File: src/rtl/tsc_isa_pkg.sv
// TSC ISA encodings and ALU FuncCode values shared by the issue stage and the EX-stage ALU.
// Also holds the decoded control bundle type carried through the ID/EX register.
package tsc_isa_pkg;
  localparam int ISA_W   = 16;
  localparam int ISA_RAW = 2;
  localparam logic [ISA_RAW-1:0] ISA_LINK_REG = 2'd2;

  localparam logic [3:0] OP_BNE = 4'd0, OP_BEQ = 4'd1, OP_BGZ = 4'd2, OP_BLZ = 4'd3,
                         OP_ADI = 4'd4, OP_ORI = 4'd5, OP_LHI = 4'd6, OP_LWD = 4'd7,
                         OP_SWD = 4'd8, OP_JMP = 4'd9, OP_JAL = 4'd10, OP_RTYPE = 4'd15;

  localparam logic [5:0] FN_ADD = 6'd0, FN_SUB = 6'd1, FN_AND = 6'd2, FN_ORR = 6'd3,
                         FN_NOT = 6'd4, FN_TCP = 6'd5, FN_SHL = 6'd6, FN_SHR = 6'd7,
                         FN_JPR = 6'd25, FN_JRL = 6'd26, FN_WWD = 6'd28, FN_HLT = 6'd29;

  localparam logic [3:0] ALU_ADD = 4'd0,  ALU_SUB = 4'd1,  ALU_IDA = 4'd2,  ALU_NOT = 4'd3,
                         ALU_AND = 4'd4,  ALU_OR  = 4'd5,  ALU_NE  = 4'd6,  ALU_EQ  = 4'd7,
                         ALU_GTZ = 4'd8,  ALU_LTZ = 4'd9,  ALU_IDB = 4'd10, ALU_SHL = 4'd12,
                         ALU_SRA = 4'd13, ALU_NEG = 4'd14, ALU_ZERO = 4'd15;

  typedef enum logic [1:0] {ST_RUN, ST_HALT_PEND, ST_HALTED} state_e;

  typedef struct packed {
    logic [3:0]         func_code;
    logic               alu_src_b;
    logic [ISA_W-1:0]   imm_ext;
    logic [ISA_RAW-1:0] rs;
    logic [ISA_RAW-1:0] rt;
    logic [ISA_RAW-1:0] dest;
    logic               reg_write;
    logic               mem_read;
    logic               mem_write;
    logic               branch;
    logic               jump;
    logic               wwd;
    logic               illegal;
    logic               is_hlt;
  } ctrl_t;

  function automatic logic [ISA_W-1:0] sext8(input logic [7:0] v);
    return {{(ISA_W-8){v[7]}}, v};
  endfunction
endpackage

File: src/rtl/alu_ctrl_decode.sv
// Pure combinational TSC instruction decode into the ID/EX control bundle.
// Illegal encodings collapse to a bundle carrying only illegal=1 and FuncCode zero.
module alu_ctrl_decode
  import tsc_isa_pkg::*;
#(
  parameter logic [ISA_RAW-1:0] LINK_REG = ISA_LINK_REG
) (
  input  logic [ISA_W-1:0] instr,
  output ctrl_t            ctrl
);
  logic [3:0]         op;
  logic [5:0]         fn;
  logic [7:0]         imm;
  logic [ISA_RAW-1:0] rd;

  assign op  = instr[15:12];
  assign fn  = instr[5:0];
  assign imm = instr[7:0];
  assign rd  = instr[7:6];

  always_comb begin
    ctrl         = '0;
    ctrl.rs      = instr[11:10];
    ctrl.rt      = instr[9:8];
    ctrl.imm_ext = sext8(imm);
    if (op == OP_RTYPE) begin
      ctrl.dest = rd;
      case (fn)
        FN_ADD: ctrl.func_code = ALU_ADD;
        FN_SUB: ctrl.func_code = ALU_SUB;
        FN_AND: ctrl.func_code = ALU_AND;
        FN_ORR: ctrl.func_code = ALU_OR;
        FN_NOT: ctrl.func_code = ALU_NOT;
        FN_TCP: ctrl.func_code = ALU_NEG;
        FN_SHL: ctrl.func_code = ALU_SHL;
        FN_SHR: ctrl.func_code = ALU_SRA;
        FN_JPR: begin ctrl.func_code = ALU_ZERO; ctrl.jump = 1'b1; end
        FN_JRL: begin
          ctrl.func_code = ALU_ZERO;
          ctrl.jump      = 1'b1;
          ctrl.reg_write = 1'b1;
          ctrl.dest      = LINK_REG;
        end
        FN_WWD: begin ctrl.func_code = ALU_IDA; ctrl.wwd = 1'b1; end
        FN_HLT: begin ctrl.func_code = ALU_ZERO; ctrl.is_hlt = 1'b1; end
        default: ctrl.illegal = 1'b1;
      endcase
      if (fn <= FN_SHR) ctrl.reg_write = 1'b1;
    end else begin
      ctrl.dest = instr[9:8];
      case (op)
        OP_BNE: begin ctrl.func_code = ALU_NE;  ctrl.branch = 1'b1; end
        OP_BEQ: begin ctrl.func_code = ALU_EQ;  ctrl.branch = 1'b1; end
        OP_BGZ: begin ctrl.func_code = ALU_GTZ; ctrl.branch = 1'b1; end
        OP_BLZ: begin ctrl.func_code = ALU_LTZ; ctrl.branch = 1'b1; end
        OP_ADI: begin ctrl.func_code = ALU_ADD; ctrl.alu_src_b = 1'b1; ctrl.reg_write = 1'b1; end
        OP_ORI: begin
          ctrl.func_code = ALU_OR;
          ctrl.alu_src_b = 1'b1;
          ctrl.reg_write = 1'b1;
          ctrl.imm_ext   = {{(ISA_W-8){1'b0}}, imm};
        end
        OP_LHI: begin
          ctrl.func_code = ALU_IDB;
          ctrl.alu_src_b = 1'b1;
          ctrl.reg_write = 1'b1;
          ctrl.imm_ext   = {imm, 8'h00};
        end
        OP_LWD: begin
          ctrl.func_code = ALU_ADD;
          ctrl.alu_src_b = 1'b1;
          ctrl.reg_write = 1'b1;
          ctrl.mem_read  = 1'b1;
        end
        OP_SWD: begin ctrl.func_code = ALU_ADD; ctrl.alu_src_b = 1'b1; ctrl.mem_write = 1'b1; end
        OP_JMP: begin ctrl.func_code = ALU_ZERO; ctrl.jump = 1'b1; end
        OP_JAL: begin
          ctrl.func_code = ALU_ZERO;
          ctrl.jump      = 1'b1;
          ctrl.reg_write = 1'b1;
          ctrl.dest      = LINK_REG;
        end
        default: ctrl.illegal = 1'b1;
      endcase
    end
    if (ctrl.illegal) begin
      ctrl           = '0;
      ctrl.illegal   = 1'b1;
      ctrl.func_code = ALU_ZERO;
    end
  end
endmodule

File: src/rtl/alu_ctrl_issue.sv
// ID/EX issue stage: decodes TSC instructions into ALU controls and holds them in a
// one-entry registered stage with valid/ready handshakes, flush and a halt FSM.
module alu_ctrl_issue
  import tsc_isa_pkg::*;
#(
  parameter int DATA_W   = 16,
  parameter int REG_AW   = 2,
  parameter int LINK_REG = 2
) (
  input  logic              clk,
  input  logic              reset,
  input  logic              in_valid,
  output logic              in_ready,
  input  logic [DATA_W-1:0] instr,
  input  logic              flush,
  output logic              out_valid,
  input  logic              out_ready,
  output logic [3:0]        func_code,
  output logic              alu_src_b,
  output logic [DATA_W-1:0] imm_ext,
  output logic [REG_AW-1:0] rs,
  output logic [REG_AW-1:0] rt,
  output logic [REG_AW-1:0] dest,
  output logic              reg_write,
  output logic              mem_read,
  output logic              mem_write,
  output logic              branch,
  output logic              jump,
  output logic              wwd,
  output logic              illegal,
  output logic              halted
);
  ctrl_t  dec_d, ctrl_q;
  state_e state_q;
  logic   out_valid_q, halted_q;
  logic   capture, consume;

  alu_ctrl_decode #(.LINK_REG(ISA_RAW'(LINK_REG))) u_dec (
    .instr (instr),
    .ctrl  (dec_d)
  );

  // Gated by reset so nothing is offered upstream while the stage is being cleared.
  assign in_ready = !reset && (state_q == ST_RUN) && (!out_valid_q || out_ready);
  assign capture  = in_valid && in_ready;
  assign consume  = out_valid_q && out_ready;

  always_ff @(posedge clk or posedge reset) begin
    if (reset) begin
      state_q     <= ST_RUN;
      ctrl_q      <= '0;
      out_valid_q <= 1'b0;
      halted_q    <= 1'b0;
    end else begin
      case (state_q)
        ST_RUN: begin
          if (flush) begin
            out_valid_q <= 1'b0;
          end else if (capture) begin
            ctrl_q      <= dec_d;
            out_valid_q <= 1'b1;
            if (dec_d.is_hlt) state_q <= ST_HALT_PEND;
          end else if (consume) begin
            out_valid_q <= 1'b0;
          end
        end
        ST_HALT_PEND: begin
          if (flush) begin
            out_valid_q <= 1'b0;
            state_q     <= ST_RUN;
          end else if (consume) begin
            out_valid_q <= 1'b0;
            halted_q    <= 1'b1;
            state_q     <= ST_HALTED;
          end
        end
        default: begin
          out_valid_q <= 1'b0;
          halted_q    <= 1'b1;
        end
      endcase
    end
  end

  assign out_valid = out_valid_q;
  assign halted    = halted_q;
  assign func_code = ctrl_q.func_code;
  assign alu_src_b = ctrl_q.alu_src_b;
  assign imm_ext   = ctrl_q.imm_ext;
  assign rs        = ctrl_q.rs;
  assign rt        = ctrl_q.rt;
  assign dest      = ctrl_q.dest;
  assign reg_write = ctrl_q.reg_write;
  assign mem_read  = ctrl_q.mem_read;
  assign mem_write = ctrl_q.mem_write;
  assign branch    = ctrl_q.branch;
  assign jump      = ctrl_q.jump;
  assign wwd       = ctrl_q.wwd;
  assign illegal   = ctrl_q.illegal;
endmodule

File: config.mk
export PLATFORM = sky130hd
export DESIGN_NAME = alu_ctrl_issue
export DESIGN_NICKNAME = d
export VERILOG_FILES = /design/src/rtl/tsc_isa_pkg.sv /design/src/rtl/alu_ctrl_decode.sv /design/src/rtl/alu_ctrl_issue.sv
export SDC_FILE = /design/constraint.sdc
export NUM_CORES = 1
export LEC_CHECK = 0
export BUFFER_PORTS_ARGS = -buffer_cell sky130_fd_sc_hd__buf_2
export CELL_PAD_IN_SITES_DETAIL_PLACEMENT = 1
export CELL_PAD_IN_SITES_GLOBAL_PLACEMENT = 1
export CORE_UTILIZATION = 44
export CTS_BUF_LIST = sky130_fd_sc_hd__clkbuf_8
export DETAILED_ROUTE_END_ITERATION = 7
export PLACE_DENSITY = 0.84
export SLEW_MARGIN = 20
export SYNTH_ARGS = -nofsm -noshare
export SYNTH_HDL_FRONTEND = slang
export SYNTH_SLANG_ARGS = --single-unit
export TNS_END_PERCENT = 1
File: constraint.sdc
create_clock -name clk -period 4.1 [get_ports clk]
set_clock_uncertainty 0.2 [all_clocks]
set_input_delay 0.41 -clock clk [delete_from_list [all_inputs] [get_ports clk]]
set_output_delay 0.41 -clock clk [all_outputs]
set_load 0.05 [all_outputs]
* Word-level counts from Yosys, hierarchy flattened *
Index checks and enable logic that the tools add are counted.

storage, ports and cells
  flip-flop bits (word level) = 38
  bits of input ports = 21
  output and inout port bits = 37
  word-level logic and storage cells = 110

cells by class
  magnitude comparators = 1
  equality and inequality tests = 29
  multiplexer cells = 40
  bitwise logic cells = 2
  reductions and logical operators = 22

operator list
  operator            count
  $pmux 4 s9          1
  $mux 35             1
  $pmux 16 s2         1
  $pmux 4 s7          1
  $eq 6x3->1 const B  4
  $eq 6x5->1 const B  4
  $mux 1              22
  $mux 17             1
  $eq 4x3->1 const B  4
  $eq 4x4->1 const B  4
  $eq 6x2->1 const B  2
  $mux 2              6
  $reduce_or 12->1    1
  $reduce_or 11->1    1
  $ne 2x2->1 const B  5
  $reduce_or 5->1     2
  $mux 3              3
  $eq 4x2->1 const B  2
  $eq 6x1->1 const B  1
  $le 6x3->1 const B  1
  $logic_not 6->1     1
  $reduce_and 3->1    2
  $reduce_and 5->1    1
  $eq 4x1->1 const B  1
  15 further kinds    22

* Longest topological paths before layout *
  depth after elaboration = 9
  mapped depth = 7

* By module *
A second synthesis with hierarchy kept.

second synthesis, totals
  cell total of the unflattened synthesis = 214
  area total of the unflattened synthesis = 2,323.5 µm²

modules (own cells, without submodules)
  module           instances  cells an instance  area each (µm²)  seq. area each (µm²)
  alu_ctrl_issue   1          91                 1,590.3          950.9
  alu_ctrl_decode  1          123                733.2            0.0

* Worst setup path after synthesis *
OpenSTA, ideal clock, no wires.

  kind = register to register
  from = register out_valid_q, in the netlist out_valid
  to = register ctrl_q, in the netlist imm_ext[0]
  setup time = 0.121 ns
  arrival time = 2.137 ns
  data required time = 3.779 ns
  path slack = 1.642 ns
  stages on the path, launching flop included = 6
  period minus slack after synthesis = 2.458 ns
  cell sequence = dfrtp_1 -> nor2b_2 -> nor4_4 -> nand3_2 -> buf_2 -> a22o_1

on the way
  word-level cells in the longest chain between the ends = 5

ends and longest elaborated chain
  what                        RTL line              text
  start, declared             alu_ctrl_issue.sv:35  logic out_valid_q, halted_q;
  start signal, assigned      alu_ctrl_issue.sv:52  out_valid_q <= 1'b0;
  start signal, assigned      alu_ctrl_issue.sv:58  out_valid_q <= 1'b0;
  start signal, assigned      alu_ctrl_issue.sv:61  out_valid_q <= 1'b1;
  $logic_not 1->1             alu_ctrl_issue.sv:44  assign in_ready = !reset && (state_q == ST_RUN) && (!out_valid_q || out_ready);
  $logic_or 1x1->1            alu_ctrl_issue.sv:44
  $logic_and 1x1->1           alu_ctrl_issue.sv:44
  named net in_ready          alu_ctrl_issue.sv:13  output logic in_ready,
  $logic_and 1x1->1           alu_ctrl_issue.sv:45  assign capture = in_valid && in_ready;
  $reduce_and 3->1 (no line)  -
  end signal, assigned        alu_ctrl_issue.sv:51  ctrl_q <= '0;
  end signal, assigned        alu_ctrl_issue.sv:60  ctrl_q <= dec_d;
  end, declared               alu_ctrl_issue.sv:33  ctrl_t dec_d, ctrl_q;

The timed path passes the listed nets, and every way through them passes these cells.
A chain may end at the register's enable or synchronous reset.

* Final worst setup path *
  from = register state_q[1]
  to = register ctrl_q, in the netlist jump

on the way
  word-level cells in the longest chain between the ends = 5

ends and longest elaborated chain
  what                            RTL line                                    text
  start, declared                 alu_ctrl_issue.sv:34                        state_e state_q;
  start signal, assigned          alu_ctrl_issue.sv:50                        state_q <= ST_RUN;
  start signal, assigned          alu_ctrl_issue.sv:62                        if (dec_d.is_hlt) state_q <= ST_HALT_PEND;
  start signal, assigned          alu_ctrl_issue.sv:70                        state_q <= ST_RUN;
  $logic_not 2->1 (*)             alu_ctrl_issue.sv:44, alu_ctrl_issue.sv:55
  $logic_and 1x1->1 (2 in a row)  alu_ctrl_issue.sv:44
  $logic_and 1x1->1               alu_ctrl_issue.sv:45
  $reduce_and 3->1 (no line) (*)  -

Every way passes the cells marked *; elsewhere a longest branch is shown, timed or not.

==> results.rst <==
.. list-table::
   :header-rows: 1

   * - Metric
     - Value
   * - Critical path launch point type
     - register
   * - Seq/Total Area, Yosys
     - 0.4413
   * - CP arrival
     - 2.41 ns
   * - Clock slew seen by the registers of the worst setup and hold paths
     - 0.07 ns
   * - Setup repair after global routing missed its margin
     - false
   * - Setup crit start
     - state_q[1]
   * - All-layer global routing usage
     - 0.2279
   * - Starting density of the core
     - 0.4562
   * - Setup total negative slack
     - 0 ns
   * - Async S/R FF share, synth
     - 1.000
   * - Depth of the most critical reg-to-reg path
     - 4
   * - Netlist area before placement
     - between 2000 and 2500 um^2
   * - Resized Gates After CTS
     - 0
   * - Average wire per standard cell
     - ~16 um
   * - Portion of synthesized cell area occupied by the leading cell type
     - 0.4413
   * - Count of pins on the block boundary
     - 58
   * - WP data required
     - ~4.1 ns
   * - Post-route ant nets
     - 0
   * - Detailed-route wire length
     - 5.624 mm
   * - Max cap viols
     - 0
   * - Number of different library cells in the post-synthesis netlist
     - 64
   * - Ys Warns
     - 0
   * - CP Class
     - reg -> reg
   * - # nets final
     - 296
   * - Post-route DRC violation count
     - 0
   * - Part of the cycle the worst path needs
     - 0.5816
   * - Total setup violations reported at the end of the flow
     - 0
   * - Clock latency of the later-clocked register in the worst-skew pair
     - 0.29 ns
   * - Number of buffers inserted by port buffering
     - 57
   * - Leakage
     - roughly 1.2 nW
   * - Layout cell share with drive strength beyond 1
     - 0.3043
   * - Final Critical Period
     - about 2.4 ns
   * - Number of antenna violations at the first check in global routing
     - 0
   * - Number of inserted diodes
     - 0
   * - #FFs+latches synth
     - 38
   * - Cell type contributing the most total cell area after synthesis
     - sky130_fd_sc_hd__dfrtp_1
   * - Cell area after placement
     - roughly 2400 um^2
   * - Net count after synthesis
     - 246
   * - Final estimated routing congestion in global placement
     - a little over 0.8
   * - Max clock buf depth
     - 2
   * - Growth of design area from synthesis to finish
     - 15.91%
   * - Cts hold-fix bufs
     - 0
   * - Global-route wire length before repair
     - about 9 mm
   * - Pre-CTS WS
     - between 1.5 and 2 ns
   * - Worst-margin pin slew
     - about 0.86 ns
   * - Maximum number of pins on one net before global-route repair
     - 47
   * - Final cell area excluding filler cells
     - between 2000 and 2500 um^2
   * - Final-report hold violation count
     - 0
   * - Post-CTS Setup Inserts
     - 0
   * - Clock root buffer master
     - sky130_fd_sc_hd__clkbuf_8
   * - Clock sinks
     - 38
   * - Post-route total power
     - between 1 and 1.5 mW
   * - Top area cells in the synthesized netlist
     - sky130_fd_sc_hd__dfrtp_1 (44%), sky130_fd_sc_hd__nand2_1 (6.3%), sky130_fd_sc_hd__o31ai_1 (4.9%)
   * - Class of the tightest hold or removal check
     - in -> async
   * - Peak supply drop
     - between 0.00015 and 0.0002 V
   * - Via count of the first global-routing pass
     - ~1,800
   * - Top_reg_cell synth
     - sky130_fd_sc_hd__dfrtp_1
   * - Core Rows
     - 25
   * - Die outline area
     - about 5200 um^2
   * - Achievable frequency
     - 419.4 MHz
   * - Congestion Overflow GR
     - 0
   * - Placed wire-length estimate after detailed placement
     - 4.070 mm
   * - Height of the chip
     - ~70 um
   * - Max-Slew Margin vs Limit
     - 0.4254
   * - Pwr dens
     - 458.4 nW/um^2
   * - Number of instances in the synthesized netlist
     - 225
   * - Inserted Clock Buffers
     - 5
   * - Outcome
     - finished clean
   * - Number of violations reported at the end of detailed-routing iteration 0
     - 84
   * - Critical Path Fanout Max
     - 46
   * - Core footprint
     - between 4000 and 5000 um^2
   * - Final worst slack
     - 1.716 ns
   * - Mean post-synth cell area
     - between 9 and 10 um^2
   * - Maximum level of the CTS H-tree
     - 2
   * - Overall via count from detail_route
     - around 1,900
   * - Critical path capture point type
     - register
   * - Clock tree from TritonCTS
     - built
   * - Crit Reg-Reg Startpoint
     - state_q[1]
   * - Final core utilization
     - 0.5287
   * - Number of iterations in the first detailed-routing pass
     - 4
   * - Max-slew violation count
     - 0
   * - Die Width
     - ~72 um
   * - Post-synth EDFFs
     - 0
   * - Detail-routed via count per cell
     - ~5.6
-- worst max-delay path, stage by stage, from the launching register on --
cell and delay, ns:
sky130_fd_sc_hd__dfrtp_1 0.46, sky130_fd_sc_hd__nor4_4 0.34, sky130_fd_sc_hd__nand3_2 0.71, sky130_fd_sc_hd__a311oi_1 0.49, sky130_fd_sc_hd__a21o_1 0.12
-- cell usage after synthesis, types with 2 or more instances --
cell / count
sky130_fd_sc_hd__a22o_1: 9
sky130_fd_sc_hd__buf_6: 8
sky130_fd_sc_hd__a31oi_1: 5
sky130_fd_sc_hd__nor2_2: 3
sky130_fd_sc_hd__dfrtp_1: 38
sky130_fd_sc_hd__o31ai_1: 14
sky130_fd_sc_hd__nand2_1: 36
sky130_fd_sc_hd__nor2_1: 12
sky130_fd_sc_hd__o21ai_0: 13
sky130_fd_sc_hd__or2_2: 3
sky130_fd_sc_hd__nor2b_1: 3
sky130_fd_sc_hd__clkbuf_1: 2
sky130_fd_sc_hd__nand2b_1: 3
sky130_fd_sc_hd__o21ai_1: 3
sky130_fd_sc_hd__a21o_1: 2
sky130_fd_sc_hd__buf_2: 4
sky130_fd_sc_hd__inv_1: 5
sky130_fd_sc_hd__a21oi_1: 15
sky130_fd_sc_hd__nor3_1: 2
-- cells in the final DEF (no fill, tap or decap), drive strengths merged, types with 3 or more instances in the layout --
master and count:
inv 6, nand2b 3, buf 58, o31ai 14, clkbuf 6, a22o 10
nand2 36, nor2 15, dfrtp 38, nor2b 4, or2 3, a21oi 15
o21ai 18, a31oi 6
-- kinds of logic (layout without fill, tap and decap cells) --
| logic type | Yosys count | count (layout) | synth area share |
|---|---|---|---|
| compound gates | 82 | 82 | 0.2671 |
| xor+xnor | 2 | 2 | 0.008132 |
| buf+inv | 20 | 71 | 0.06679 |
| flops | 38 | 38 | 0.4413 |
| mux | 2 | 2 | 0.009872 |
| simple gates | 81 | 81 | 0.2067 |
-- area by class of cell --
| type | count | area [um^2] |
|---|---|---|
| inverters | 5 | 18.77 |
| fillers | 583 | 2226 |
| multi-input cells | 167 | 1060 |
| clock buffers | 6 | 82.58 |
| repair buffers | 58 | 292.8 |
| well taps | 67 | 83.83 |
| flip-flops and latches | 38 | 950.9 |
| clock inverters | 2 | 8.758 |
-- metrics by stage --
step                      instances  hold slack (ns)
after floorplan                 225           0.2731
after global placement          335           0.2478
after detailed placement        335           0.2586
after CTS                       343          0.08951
after global routing            343           0.1112
final                           343          0.06060
-- per-layer routing --
| layer | global-route usage | routed length [um] |
|---|---|---|
| met1 | 0.3192 | 2621 |
| met5 | 0 | 0 |
| met3 | 0.03889 | 230 |
| met4 | 0.06536 | 63 |
| met2 | 0.3658 | 2709 |
-- worst paths after layout --
| check | to | slack (ns) |
|---|---|---|
| worst max-delay path | jump | 1.72 |
| worst min-delay path | halted | 0.06 |
| worst max register to register | jump | 1.72 |
| worst min register to register | rs[0] | 0.27 |
| max in group asynchronous | illegal | 3.29 |
| min in group clk | out_valid | 0.14 |
-- report_power, final --
part / switching [mW] / leakage (nW) / internal (mW) / total (mW)
Sequential: 0.0296 / 0.489 / 0.430 / 0.460
Clock: 0.130 / 0.0524 / 0.133 / 0.263
Combinational: 0.320 / 0.654 / 0.102 / 0.422
Total: 0.479 / 1.19 / 0.665 / 1.14
-- state kept, by name, indices dropped and copies added, names as in the netlist --
register	count
dest	2
branch	1
illegal	1
imm_ext	16
out_valid	1
state_q	2
func_code	4
rt	2
mem_write	1
jump	1
alu_src_b	1
rs	2
halted	1
reg_write	1
wwd	1
mem_read	1
Power figures use the tool's default switching activity.
